===== src/rtl/rng_share_arbiter_pkg.sv =====
//------------------------------------------------------------------------------
// Module  : rng_share_arbiter_pkg
// Brief   : Shared game constants and arbiter state encoding.
// Revision: 1.0 - initial release
//------------------------------------------------------------------------------
`default_nettype none

package rng_share_arbiter_pkg;

  // Screen width in pixels; also bounds platform drawing.
  localparam int SCREEN_X_LIMIT = 320;
  // Width of the shared pseudo-random generator value.
  localparam int RAND_W = 9;

  // Arbiter sequencing states.
  typedef enum logic [1:0] {
    IDLE  = 2'd0,
    STEP  = 2'd1,
    CHECK = 2'd2,
    GRANT = 2'd3
  } arb_state_t;

endpackage

`default_nettype wire


===== src/rtl/rng_share_arbiter_rr_pick.sv =====
//------------------------------------------------------------------------------
// Module  : rng_share_arbiter_rr_pick
// Brief   : Combinational round-robin selector. Returns the first asserted
//           request at or after the pointer, ascending with wrap.
// Revision: 1.0 - initial release
//------------------------------------------------------------------------------
`default_nettype none

module rng_share_arbiter_rr_pick #(
  parameter int NUM_REQ = 4,
  parameter int PTR_W   = $clog2(NUM_REQ)
) (
  input  logic [NUM_REQ-1:0] req,
  input  logic [PTR_W-1:0]   ptr,
  output logic [PTR_W-1:0]   winner,
  output logic               any_req
);

  // Scan offsets from farthest to nearest so the nearest request wins.
  always_comb begin
    int idx;
    idx     = 0;
    winner  = '0;
    any_req = |req;
    for (int k = NUM_REQ - 1; k >= 0; k--) begin
      idx = (int'(ptr) + k) % NUM_REQ;
      if (req[PTR_W'(idx)]) begin
        winner = PTR_W'(idx);
      end
    end
  end

endmodule

`default_nettype wire


===== src/rtl/rng_share_arbiter.sv =====
//------------------------------------------------------------------------------
// Module  : rng_share_arbiter
// Brief   : Shares one pseudo-random generator among platform-spawn
//           requesters. Advances the generator STEPS times per attempt,
//           range-qualifies the value against X_LIMIT (retry, then fold) and
//           hands it out with a one-cycle grant/valid pulse.
// Revision: 1.0 - initial release
//------------------------------------------------------------------------------
`default_nettype none

module rng_share_arbiter #(
  parameter int NUM_REQ   = 4,
  parameter int RAND_W    = rng_share_arbiter_pkg::RAND_W,
  parameter int X_LIMIT   = rng_share_arbiter_pkg::SCREEN_X_LIMIT,
  parameter int STEPS     = 2,
  parameter int MAX_RETRY = 3
) (
  input  logic               clk,
  input  logic               reset,
  input  logic [NUM_REQ-1:0] req,
  output logic [NUM_REQ-1:0] gnt,
  output logic [RAND_W-1:0]  rand_data,
  output logic               rand_valid,
  output logic               rng_enable,
  input  logic [RAND_W-1:0]  rng_value,
  output logic               busy
);

  import rng_share_arbiter_pkg::*;

  localparam int PTR_W = $clog2(NUM_REQ);
  localparam logic [RAND_W:0] LIMIT_EXT = (RAND_W + 1)'(X_LIMIT);

  arb_state_t         state;
  logic [PTR_W-1:0]   ptr;
  logic [PTR_W-1:0]   winner;
  logic [PTR_W-1:0]   pick_idx;
  logic               pick_any;
  logic [3:0]         step_cnt;
  logic [2:0]         retry_cnt;
  logic [RAND_W:0]    value_ext;
  logic [RAND_W:0]    fold_ext;
  logic               in_range;
  logic               retry_left;
  logic [PTR_W-1:0]   ptr_next;

  rng_share_arbiter_rr_pick #(
    .NUM_REQ (NUM_REQ),
    .PTR_W   (PTR_W)
  ) u_rr_pick (
    .req     (req),
    .ptr     (ptr),
    .winner  (pick_idx),
    .any_req (pick_any)
  );

  // One extra bit lets X_LIMIT reach 2^RAND_W without overflow.
  assign value_ext  = {1'b0, rng_value};
  assign fold_ext   = value_ext - LIMIT_EXT;
  assign in_range   = (value_ext < LIMIT_EXT);
  assign retry_left = (retry_cnt < 3'(MAX_RETRY));
  assign ptr_next   = (winner == PTR_W'(NUM_REQ - 1)) ? '0 : winner + 1'b1;
  assign busy       = (state != IDLE);

  // Sequencer: arbitrate, step the generator, qualify, then pulse the grant.
  always_ff @(posedge clk) begin
    if (reset) begin
      state      <= IDLE;
      ptr        <= '0;
      winner     <= '0;
      step_cnt   <= '0;
      retry_cnt  <= '0;
      gnt        <= '0;
      rand_valid <= 1'b0;
      rand_data  <= '0;
      rng_enable <= 1'b0;
    end else begin
      gnt        <= '0;
      rand_valid <= 1'b0;
      rng_enable <= 1'b0;
      case (state)
        IDLE: begin
          if (pick_any) begin
            winner     <= pick_idx;
            step_cnt   <= 4'(STEPS);
            retry_cnt  <= '0;
            rng_enable <= 1'b1;
            state      <= STEP;
          end
        end
        STEP: begin
          step_cnt <= step_cnt - 1'b1;
          if (step_cnt == 4'd1) begin
            state <= CHECK;
          end else begin
            rng_enable <= 1'b1;
          end
        end
        CHECK: begin
          if (!in_range && retry_left) begin
            retry_cnt  <= retry_cnt + 1'b1;
            step_cnt   <= 4'(STEPS);
            rng_enable <= 1'b1;
            state      <= STEP;
          end else begin
            rand_data <= in_range ? rng_value : fold_ext[RAND_W-1:0];
            // The grant pulse is registered here so it is present for the
            // whole GRANT cycle; a requester that has already withdrawn
            // gets nothing and the pointer stays put.
            if (req[winner]) begin
              gnt        <= NUM_REQ'(1) << winner;
              rand_valid <= 1'b1;
              ptr        <= ptr_next;
            end
            state <= GRANT;
          end
        end
        GRANT: begin
          state <= IDLE;
        end
        default: begin
          state <= IDLE;
        end
      endcase
    end
  end

endmodule

`default_nettype wire


===== config.mk =====
export PLATFORM = sky130hd
export DESIGN_NAME = rng_share_arbiter
export DESIGN_NICKNAME = d
export VERILOG_FILES = /design/src/rtl/rng_share_arbiter_pkg.sv /design/src/rtl/rng_share_arbiter_rr_pick.sv /design/src/rtl/rng_share_arbiter.sv
export SDC_FILE = /design/constraint.sdc
export NUM_CORES = 1
export LEC_CHECK = 0
export BUFFER_PORTS_ARGS = -buffer_cell sky130_fd_sc_hd__buf_2
export CAP_MARGIN = 10
export CORE_ASPECT_RATIO = 0.5
export CORE_UTILIZATION = 25
export CTS_BUF_LIST = sky130_fd_sc_hd__clkbuf_8
export DETAILED_ROUTE_END_ITERATION = 8
export PLACE_DENSITY = 0.46
export SLEW_MARGIN = 30
export SYNTH_ARGS = -nofsm -noshare
export SYNTH_HDL_FRONTEND = slang
export SYNTH_HIERARCHICAL = 1
export SYNTH_SLANG_ARGS = --single-unit

===== constraint.sdc =====
create_clock -name clk -period 2 [get_ports clk]
set_input_delay 0.1 -clock clk [delete_from_list [all_inputs] [get_ports clk]]
set_output_delay 0.1 -clock clk [all_outputs]
set_load 0.02 [all_outputs]

==> run_results.csv, run 1 <==
group,metric,value,unit
run_status,status,"complete, no violations",
clocking,cts_buffers,3,
worst_setup_path,cp_slowest_cell,"mux4_2",
final_layout,fin_util,32.2,%
power,clkPwrFrac,27.7,%
global_routing,grt_use_total,10.9,%
logic_synthesis,synth_fa_ha_area_share,4.57,%
clocking,root_buffer,"clkbuf_8",
sta,worst-slew-pin-transition,0.487,ns
logic_synthesis,synth_xor_area_share,1.92,%
final_layout,multi_input_area,758,um^2
clocking,clk_path_buf_depth,2,
power,p_int,0.803,mW
drt,drc,0,
logic_synthesis,synth.avg_cell_area,8.77,um^2
sta,relSlewSlack,67.5,%
logic_synthesis,yosysUniqueCellTypes,38,
clocking,cts_hold_buf,0,
final_layout,regArea,561,um^2
drt,vias_per_cell,4.58,
final_layout,layout_commonest_cell,"buf_2",
sta,timing.final.crit_share,81.0,%
power,total_power,1.12,mW
final_layout,diodes,0,
logic_synthesis,synthSimpleGateAreaFrac,21.9,%
power,netSwitchingPower,0.316,mW
clocking,cts.sinks,28,
sta,rsz0062_at_grt,"false",
worst_setup_path,path_class,"flip-flop to flip-flop",
final_layout,final_cell_mix,"buf_2 (30), dfxtp_1 (28), nor2_1 (21), a21oi_1 (17), nand2_1 (13)",
global_routing,grt_pass1_wl,4870,um
final_layout,drive_above_1_share,24.7,%
logic_synthesis,syn_area,1370,um^2
placement,pre_cts_ws,0.374,ns
run,cap_violations,0,
clocking,post_cts_resized,0,
power,ir_drop,0.000233,V
logic_synthesis,postSynthCellCount,156,
placement,place_congestion,0.778,
placement,io_buffers,30,
logic_synthesis,synthMuxAreaShare,9.05,%
global_routing,grt_antenna_before_repair,0,
final_layout,fillers,577,
sta,tns,0,ns
final_layout,fin_cells,256,
worst_setup_path,cpPeakStageDelay,0.57,ns
sta,min_period,1.62,ns
logic_synthesis,ys_seq_elements,28,
worst_setup_path,crit_required,2.18,ns
global_routing,grt_remaining_overflow,0,
power,powerDensity,683,nW/um^2
drt,first_iter_violations,26,
drt,wl,2870,um
placement,dp_hpwl,2150,um
logic_synthesis,syn-num-nets,176,
sta,fin_ws,0.380,ns
die,io_pins,31,
logic_synthesis,synth_top_family_by_area,"simple AND/OR/NAND/NOR gates",
die,initial_core_util,26.9,%
power,p_comb_share,17.7,%
sta,finalSetupViolCount,0,
global_routing,grt_pass1_vias,1054,
logic_synthesis,ys_warn_count,6,
logic_synthesis,synth-compound-area-share,17.9,%
clocking,htree_levels,1,
power,cellLeakagePower,0.677,nW
die,coreArea,5090,um^2
sta,clock_skew,0.00333,ns
global_routing,grt_max_degree,26,
worst_setup_path,cp-start-kind,"flip-flop",
logic_synthesis,ys.flop_type,"dfxtp_1",
sta,slew_viol_final,0,
power,swShare,28.3,%
worst_setup_path,worstPathArrival,1.80,ns
die,fp.dieW,107,um
sta,max_freq,617,MHz
clocking,path_clk_slew,0.09,ns
clocking,cts_tree,"done",
sta,hold_ws,0.0572,ns
final_layout,area_growth,19.7,%
die,die_height,54.3,um
logic_synthesis,async_reset_ff_share,0,%
clocking,clk_latency,0.27,ns
placement,placed_cells,253,
drt,num_vias,1172,
power,seqPwrFrac,54.6,%
placement,place_area,1600,um^2
final_layout,fin_nets,208,
sta,report.final.hold_viol_count,0,
worst_setup_path,crit_chain,"mux4_2, o311ai_4, or2_4, inv_2, and3_1",
clocking,postCtsSetupRepairBufs,0,
drt,routedWlPerCell,11.2,um
final_layout,design_area,1640,um^2
worst_setup_path,cp_max_fo,8,
drt,ant_nets,0,
logic_synthesis,synth_edf_count,0,
worst_setup_path,endpoint_kind,"flip-flop",
die,dieArea,5790,um^2
hold_path,holdCritPathClass,"input port to flip-flop",
drt,dr.pass1.iters,4,
die,num_rows,18,
logic_synthesis,synth_seq_area_share,41.0,%
## routing by layer
metal | up-vias | routed length, um | GRT usage [%]
met4 | 0 | 0 | 2.74
met5 | - | 0 | 0
met1 | 543 | 1370 | 13.0
met2 | 22 | 1370 | 19.9
met3 | 0 | 138 | 3.33
li1 | 607 | - | -
## worst max-delay path, delay by kind of cell, from the launching register on
kind	cells	cell delay (ns)
mux	1	0.57
flops	1	0.46
buf+inv	1	0.03
compound gates	1	0.10
simple gates	2	0.36
## kinds of logic after synthesis
group                    after synthesis
AO/OA/AOI/OAI                         37
AND/OR/NAND/NOR                       60
buffers and inverters                 12
adder cells (fa/ha/maj)                5
multiplexers                          11
XOR/XNOR                               3
flip-flops                            28
## power groups by stage
stage | clock network [mW] | registers (mW) | logic (mW)
2_1_floorplan | 0 | 0.627 | 0.134
3_3_place_gp | 0 | 0.624 | 0.199
3_5_place_dp | 0 | 0.624 | 0.200
4_1_cts | 0.335 | 0.612 | 0.201
5_1_grt | 0.348 | 0.617 | 0.225
6_report | 0.310 | 0.611 | 0.198
## sequential cells by signal, summed over array words and instances (netlist names)
name and flops:
rand_data 9, gnt 4, step_cnt 4, retry_cnt 3, ptr 2, state 2, winner 2, rand_valid 1
rng_enable 1
## final timing paths
kind / start / endpoint / slack, ns / cells past startpoint
max: winner[0] / gnt[3] / 0.38 / 5
min: rng_value[4] / rand_data[4] / 0.06 / 3
max reg2reg: winner[0] / gnt[3] / 0.38 / 5
min reg2reg: rand_data[8] / rand_data[8] / 0.49 / 2
## synth_stat cells (5+ instances only)
master | number | share of area [%]
nor2_1 | 21 | 5.8
nand2b_1 | 6 | 2.7
nand2_1 | 13 | 3.6
mux2i_1 | 9 | 6.6
inv_1 | 6 | 1.6
dfxtp_1 | 28 | 41
a21oi_1 | 17 | 6.2
o21ai_0 | 8 | 2.9
ha_1 | 5 | 4.6
## layout make-up
| cell class | count | share of cell area, % |
|---|---|---|
| multi-input cells | 116 | 46.3 |
| flip-flops and latches | 28 | 34.2 |
| repair buffers | 32 | 10.1 |
| well taps | 70 | 5.34 |
| clock buffers | 3 | 2.52 |
| inverters | 7 | 1.60 |
Note: power is estimated with default switching activity, not from simulation.
==> run 2, diff against run 1 <==
Settings changed: ABC_AREA set to 1, PLACE_DENSITY 0.46 to 0.47.
Clock period 2 ns to 1.4 ns, I/O delays scaled along.
==> run 2 against run 1 <==
Total power rose by 63%. Non-clock buffer count is 6 higher. Design area increased by 9.9%. Clock skew shrank 0.0012 ns. Synthesized cell count increased by 44%. Routed wire length grew 16%. Utilization up 0.47 points.
==> run_results.csv, run 2 <==
group,metric,value,unit
die,dieArea,6070,um^2
worst_setup_path,reg2reg_setup_slack,0.14,ns
final_layout,layout_commonest_cell,"nand2_1",
final_layout,drive_above_1_share,19.4,%
hold_path,holdCritPathClass,"input port to flip-flop",
die,initial_core_util,26.0,%
drt,first_iter_violations,56,
sta,slew_viol_final,0,
sta,relSlewSlack,76.7,%
worst_setup_path,cp_slowest_cell,"dfxtp_1",
logic_synthesis,synth_top_cells_by_count,"nand2_1 (67), nor2_1 (41), dfxtp_1 (28), inv_1 (27), nand3_1 (16)",
logic_synthesis,postSynthCellCount,225,
logic_synthesis,synthTopCellsByArea,"dfxtp_1 (39%), nand2_1 (18%), nor2_1 (11%)",
drt,routedWlPerCell,9.94,um
logic_synthesis,synth_top_area_share,39.1,%
run,cap_violations,0,
global_routing,grt_remaining_overflow,0,
worst_setup_path,cp_max_fo,4,
logic_synthesis,yosysTopAreaCell,"dfxtp_1",
worst_setup_path,cp.depth,7,
final_layout,diodes,0,
drt,dr.pass1.iters,6,
placement,dp_hpwl,2590,um
clocking,htree_levels,1,
final_layout,fillers,607,
die,io_pins,31,
drt,vias_per_cell,4.32,
worst_setup_path,crit_required,1.57,ns
logic_synthesis,yosysUniqueCellTypes,19,
worst_setup_path,endpoint_kind,"flip-flop",
die,num_rows,19,
final_layout,area_growth,25.5,%
hold_path,holdPathEnd,"rand_data[2]",
logic_synthesis,ys_seq_elements,28,
logic_synthesis,synth_edf_count,0,
drt,wl,3340,um
global_routing,grt_use_total,11.6,%
clocking,cts_hold_buf,0,
clocking,cts_buffers,3,
run_status,status,"complete, no violations",
final_layout,reg.largest.list,"rand_data (9), gnt (4), step_cnt (4)",
logic_synthesis,async_reset_ff_share,0,%
worst_setup_path,path_class,"flip-flop to flip-flop",
final_layout,largest_register_ffs,9,
final_layout,design_area,1800,um^2
final_layout,fin_cells,336,
logic_synthesis,ys.flop_type,"dfxtp_1",
worst_setup_path,critPathTopFamily,"simple AND/OR/NAND/NOR gates",
clocking,root_buffer,"clkbuf_8",
worst_setup_path,crit_chain,"inv_1, nand2_1, inv_1, nand2_1, nand2_1, o21ai_0, inv_1",
worst_setup_path,reg2reg_to,"step_cnt[0]",
die,fp.dieW,109,um
sta,finalSetupViolCount,0,
clocking,cts.sinks,28,
global_routing,grt_antenna_before_repair,0,
sta,tns,0,ns
global_routing,grt_max_degree,16,
placement,pre_cts_ws,0.00230,ns
worst_setup_path,cpPeakStageDelay,0.37,ns
sta,timing.final.crit_share,89.8,%
drt,drc,0,
die,coreArea,5520,um^2
placement,place_congestion,0.738,
logic_synthesis,synth_seq_area_share,39.1,%
power,cellLeakagePower,0.946,nW
power,ir_drop,0.000451,V
logic_synthesis,synth.avg_cell_area,6.38,um^2
logic_synthesis,yosysMostFrequentCell,"nand2_1",
clocking,clk_path_buf_depth,2,
placement,place_area,1710,um^2
power,total_power,1.83,mW
worst_setup_path,reg2reg_from,"state[0]",
drt,num_vias,1450,
hold_path,min_from,"rng_value[2]",
logic_synthesis,syn-num-nets,245,
final_layout,regMostFlops,"rand_data",
sta,clock_skew,0.00209,ns
final_layout,fin_nets,284,
logic_synthesis,ys_warn_count,6,
final_layout,final_cell_mix,"nand2_1 (67), nor2_1 (41), buf_2 (30), inv_1 (26), dfxtp_1 (25)",
clocking,cts_tree,"done",
drt,ant_nets,0,
global_routing,grt_pass1_wl,5520,um
sta,report.final.hold_viol_count,0,
sta,worst-slew-pin-transition,0.346,ns
die,die_height,55.6,um
clocking,path_clk_slew,0.09,ns
global_routing,grt_pass1_vias,1283,
worst_setup_path,path_buf_inv,3,
worst_setup_path,worstPathArrival,1.43,ns
clocking,clk_latency,0.27,ns
placement,io_buffers,30,
placement,placed_cells,330,
power,powerDensity,1020,nW/um^2
sta,rsz0062_at_grt,"false",
sta,fin_ws,0.143,ns
hold_path,whs_path_depth,3,
worst_setup_path,cp-start-kind,"flip-flop",
worst_setup_path,ff2ff_path_depth,7,
logic_synthesis,syn_area,1440,um^2
sta,max_freq,795,MHz
sta,min_period,1.26,ns
-- run 2: cell types whose count changed after synthesis, sizes merged, moves of 6 or more --
cell | previous run | this run
inv | 7 | 28
nor2 | 21 | 42
o21ai | 8 | 15
nand3 | 1 | 16
nand2 | 13 | 68
mux2i | 9 | 0
nand2b | 6 | 0
-- run 2: through the flow --
step / hold slack [ns] / util, %
3_3_place_gp: 0.323 / 31.0
5_1_grt: 0.0495 / 32.7
2_1_floorplan: 0.139 / -
4_1_cts: 0.0326 / 32.0
6_report: 0.0420 / 32.7
3_5_place_dp: 0.328 / 31.0
-- run 2: logic make-up (layout without fill, tap and decap cells) --
kind of cell               count (synthesis)  after routing  share of synthesized area [%]
AOI/OAI and AO/OA                         28             28                           9.85
and+or+nand+nor                          132            132                           37.6
buffers and inverters                     32             70                           9.15
adders and majority gates                  5              5                           4.36
DFF                                       28             28                           39.1
-- run 2: final cells by class --
cell class                      instances  area, um^2  share of cell area, %
Tap cell                               73        91.3                   5.07
Inverter                               28         110                   6.11
Sequential cell                        28         567                   31.5
Clock buffer                            4        55.1                   3.06
Multi-Input combinational cell        165         743                   41.2
Timing Repair Buffer                   38         235                   13.1
-- run 2: power by group --
part / total, mW / switching, mW / internal, mW
logic: 0.442 / 0.271 / 0.171
registers: 0.896 / 0.0444 / 0.852
clock network: 0.491 / 0.239 / 0.252
-- run 2: metal layers --
metal	global-route usage [%]	share of wire [%]
met1	15.3	52
met2	19.0	44
met3	2.58	3.5
met4	2.90	1.0
met5	0	0
-- run 2: worst max-delay path by stage --
stage | end | from | slack, ns
5_1_grt | winner[0] | ptr[0] | 0.008
6_report | step_cnt[0] | state[0] | 0.14
3_3_place_gp | winner[0] | ptr[0] | 0.06
4_1_cts | winner[0] | ptr[1] | 0.04
3_5_place_dp | winner[0] | ptr[0] | 0.002
2_1_floorplan | winner[0] | ptr[0] | 0.14
-- run 2: what timing repair did --
item / in CTS / in global routing
setup endpoints to repair: 1 / 9
gates resized for setup: 1 / 9
setup buffers: 0 / 2
pin swaps: 0 / 2
-- run 2: worst min-delay path, stage by stage --
cell and delay, ns:
buf_2 0.07, o21ai_0 0.07, nor2_1 0.07
==> run 3, diff against run 2 <==
Settings changed: CELL_PAD_IN_SITES_DETAIL_PLACEMENT set to 0, CELL_PAD_IN_SITES_GLOBAL_PLACEMENT set to 2, CORE_MARGIN set to 4, PLACE_DENSITY 0.47 to 0.77.
==> run 3 against run 2 <==
Non-clock buffer count is the same. Combinational power shrank 2%. Flip-flop and latch count is the same. Critical path depth grew 5.
==> run_results.csv, run 3 (synthesized netlist as in run 2, its figures left out) <==
group,metric,value,unit
sta,worst-slew-pin-transition,0.341,ns
hold_path,holdCritPathClass,"input port to flip-flop",
drt,vias_per_cell,4.24,
power,p_comb_share,24.6,%
final_layout,area_growth,23.9,%
global_routing,grt_pass1_vias,1355,
sta,timing.final.crit_share,89.1,%
global_routing,grt_antenna_before_repair,0,
clocking,cts_buffers,3,
run_status,status,"complete, no violations",
drt,dr.pass1.iters,4,
drt,routedWlPerCell,10.1,um
final_layout,fin_cells,335,
clocking,cts_hold_buf,0,
sta,min_period,1.25,ns
drt,ant_nets,0,
sta,hold_ws,0.0374,ns
placement,placed_cells,330,
global_routing,grt_remaining_overflow,0,
worst_setup_path,critPathTopFamily,"simple AND/OR/NAND/NOR gates",
final_layout,drive_above_1_share,19.1,%
power,netSwitchingPower,0.550,mW
die,initial_core_util,26.0,%
sta,rsz0062_at_grt,"false",
sta,relSlewSlack,77.0,%
placement,place_congestion,0.803,
die,coreArea,5520,um^2
power,cellLeakagePower,0.935,nW
global_routing,grt_max_degree,20,
global_routing,grt_use_total,10.1,%
placement,io_buffers,30,
die,die_height,61.6,um
global_routing,grt_pass1_wl,5830,um
sta,finalSetupViolCount,0,
clocking,cts_tree,"done",
sta,clock_skew,0.00376,ns
final_layout,final_cell_mix,"nand2_1 (67), nor2_1 (41), buf_2 (30), inv_1 (26), dfxtp_1 (25)",
placement,dp_hpwl,2610,um
worst_setup_path,path_buf_inv,2,
worst_setup_path,crit_start,"ptr[0]",
sta,slew_viol_final,0,
clocking,root_buffer,"clkbuf_8",
worst_setup_path,cpPeakStageDelay,0.39,ns
worst_setup_path,reg2reg_from,"ptr[0]",
final_layout,layout_commonest_cell,"nand2_1",
die,dieArea,7090,um^2
clocking,path_clk_slew,0.09,ns
worst_setup_path,cp-start-kind,"flip-flop",
power,clkPwrFrac,24.5,%
final_layout,largest_register_ffs,9,
power,powerDensity,988,nW/um^2
worst_setup_path,endpoint_kind,"flip-flop",
clocking,clk_latency,0.27,ns
sta,report.final.hold_viol_count,0,
power,p_int,1.21,mW
clocking,cts.sinks,28,
final_layout,fin_nets,284,
worst_setup_path,cp_common_cell,"nand2_1",
clocking,htree_levels,1,
sta,max_freq,802,MHz
clocking,clk_path_buf_depth,2,
final_layout,regMostFlops,"rand_data",
hold_path,min_from,"reset",
sta,tns,0,ns
run,cap_violations,0,
worst_setup_path,crit_chain,"inv_6, nand2_1, nand2_1, nand2_2, nand2_1, nand2_1, nand2_1, nand2_1, nand2_1, inv_1, o21ai_1, a21oi_1",
worst_setup_path,cp_max_fo,8,
drt,wl,3370,um
worst_setup_path,crit_required,1.56,ns
worst_setup_path,worstPathArrival,1.41,ns
drt,num_vias,1421,
power,seqPwrFrac,50.9,%
die,num_rows,19,
die,io_pins,31,
final_layout,reg.largest.list,"rand_data (9), gnt (4), step_cnt (4)",
final_layout,diodes,0,
drt,drc,0,
power,ir_drop,0.000311,V
worst_setup_path,path_class,"flip-flop to flip-flop",
worst_setup_path,cp_slowest_cell,"dfxtp_4",
power,swShare,31.3,%
drt,first_iter_violations,48,
die,fp.dieW,115,um
run 3: per-layer routing:
metal / up-vias / part of all wire [%] / global-route usage, %
li1: 777 / - / -
met1: 618 / 52 / 12.8
met2: 24 / 43 / 17.6
met3: 2 / 5.0 / 3.24
met4: 0 / 0.77 / 1.51
met5: - / 0 / 0
run 3: repair_timing:
item / in CTS / in global routing
setup buffers: 0 / 2
setup endpoints to repair: 1 / 10
pin swaps: 0 / 2
resized for setup: 1 / 9
gates cloned: 0 / 0
run 3: final cells by class:
cell class / count / area [um^2]
multi-input cells: 165 / 743
inverters: 28 / 110
repair buffers: 38 / 223
flip-flops and latches: 28 / 569
clock buffers: 3 / 41.3
fillers: 631 / 3740
well taps: 73 / 91.3
run 3: stage by stage:
step	utilization, %	setup WS (ns)	area (um^2)	power (mW)
finish	32.2	0.153	1780	1.76
CTS	31.5	0.0243	1740	1.78
floorplan	-	0.143	1440	1.21
detailed placement	30.7	-0.0101	1700	1.34
global placement	30.7	0.0266	1700	1.34
global route	32.2	0.00927	1780	1.90
run 3: final timing paths:
path	end	slack, ns	cells after the start
hold reg to reg	rand_data[3]	0.48	2
hold / removal	rand_valid	0.04	2
setup / recovery	winner[0]	0.15	12
setup reg to reg	winner[0]	0.15	12
run 3: power groups by stage:
stage | clock [mW] | sequential [mW] | combinational [mW]
4_1_cts | 0.461 | 0.896 | 0.428
2_1_floorplan | 0 | 0.931 | 0.274
3_3_place_gp | 0 | 0.913 | 0.426
5_1_grt | 0.499 | 0.905 | 0.497
3_5_place_dp | 0 | 0.913 | 0.426
6_report | 0.430 | 0.895 | 0.432
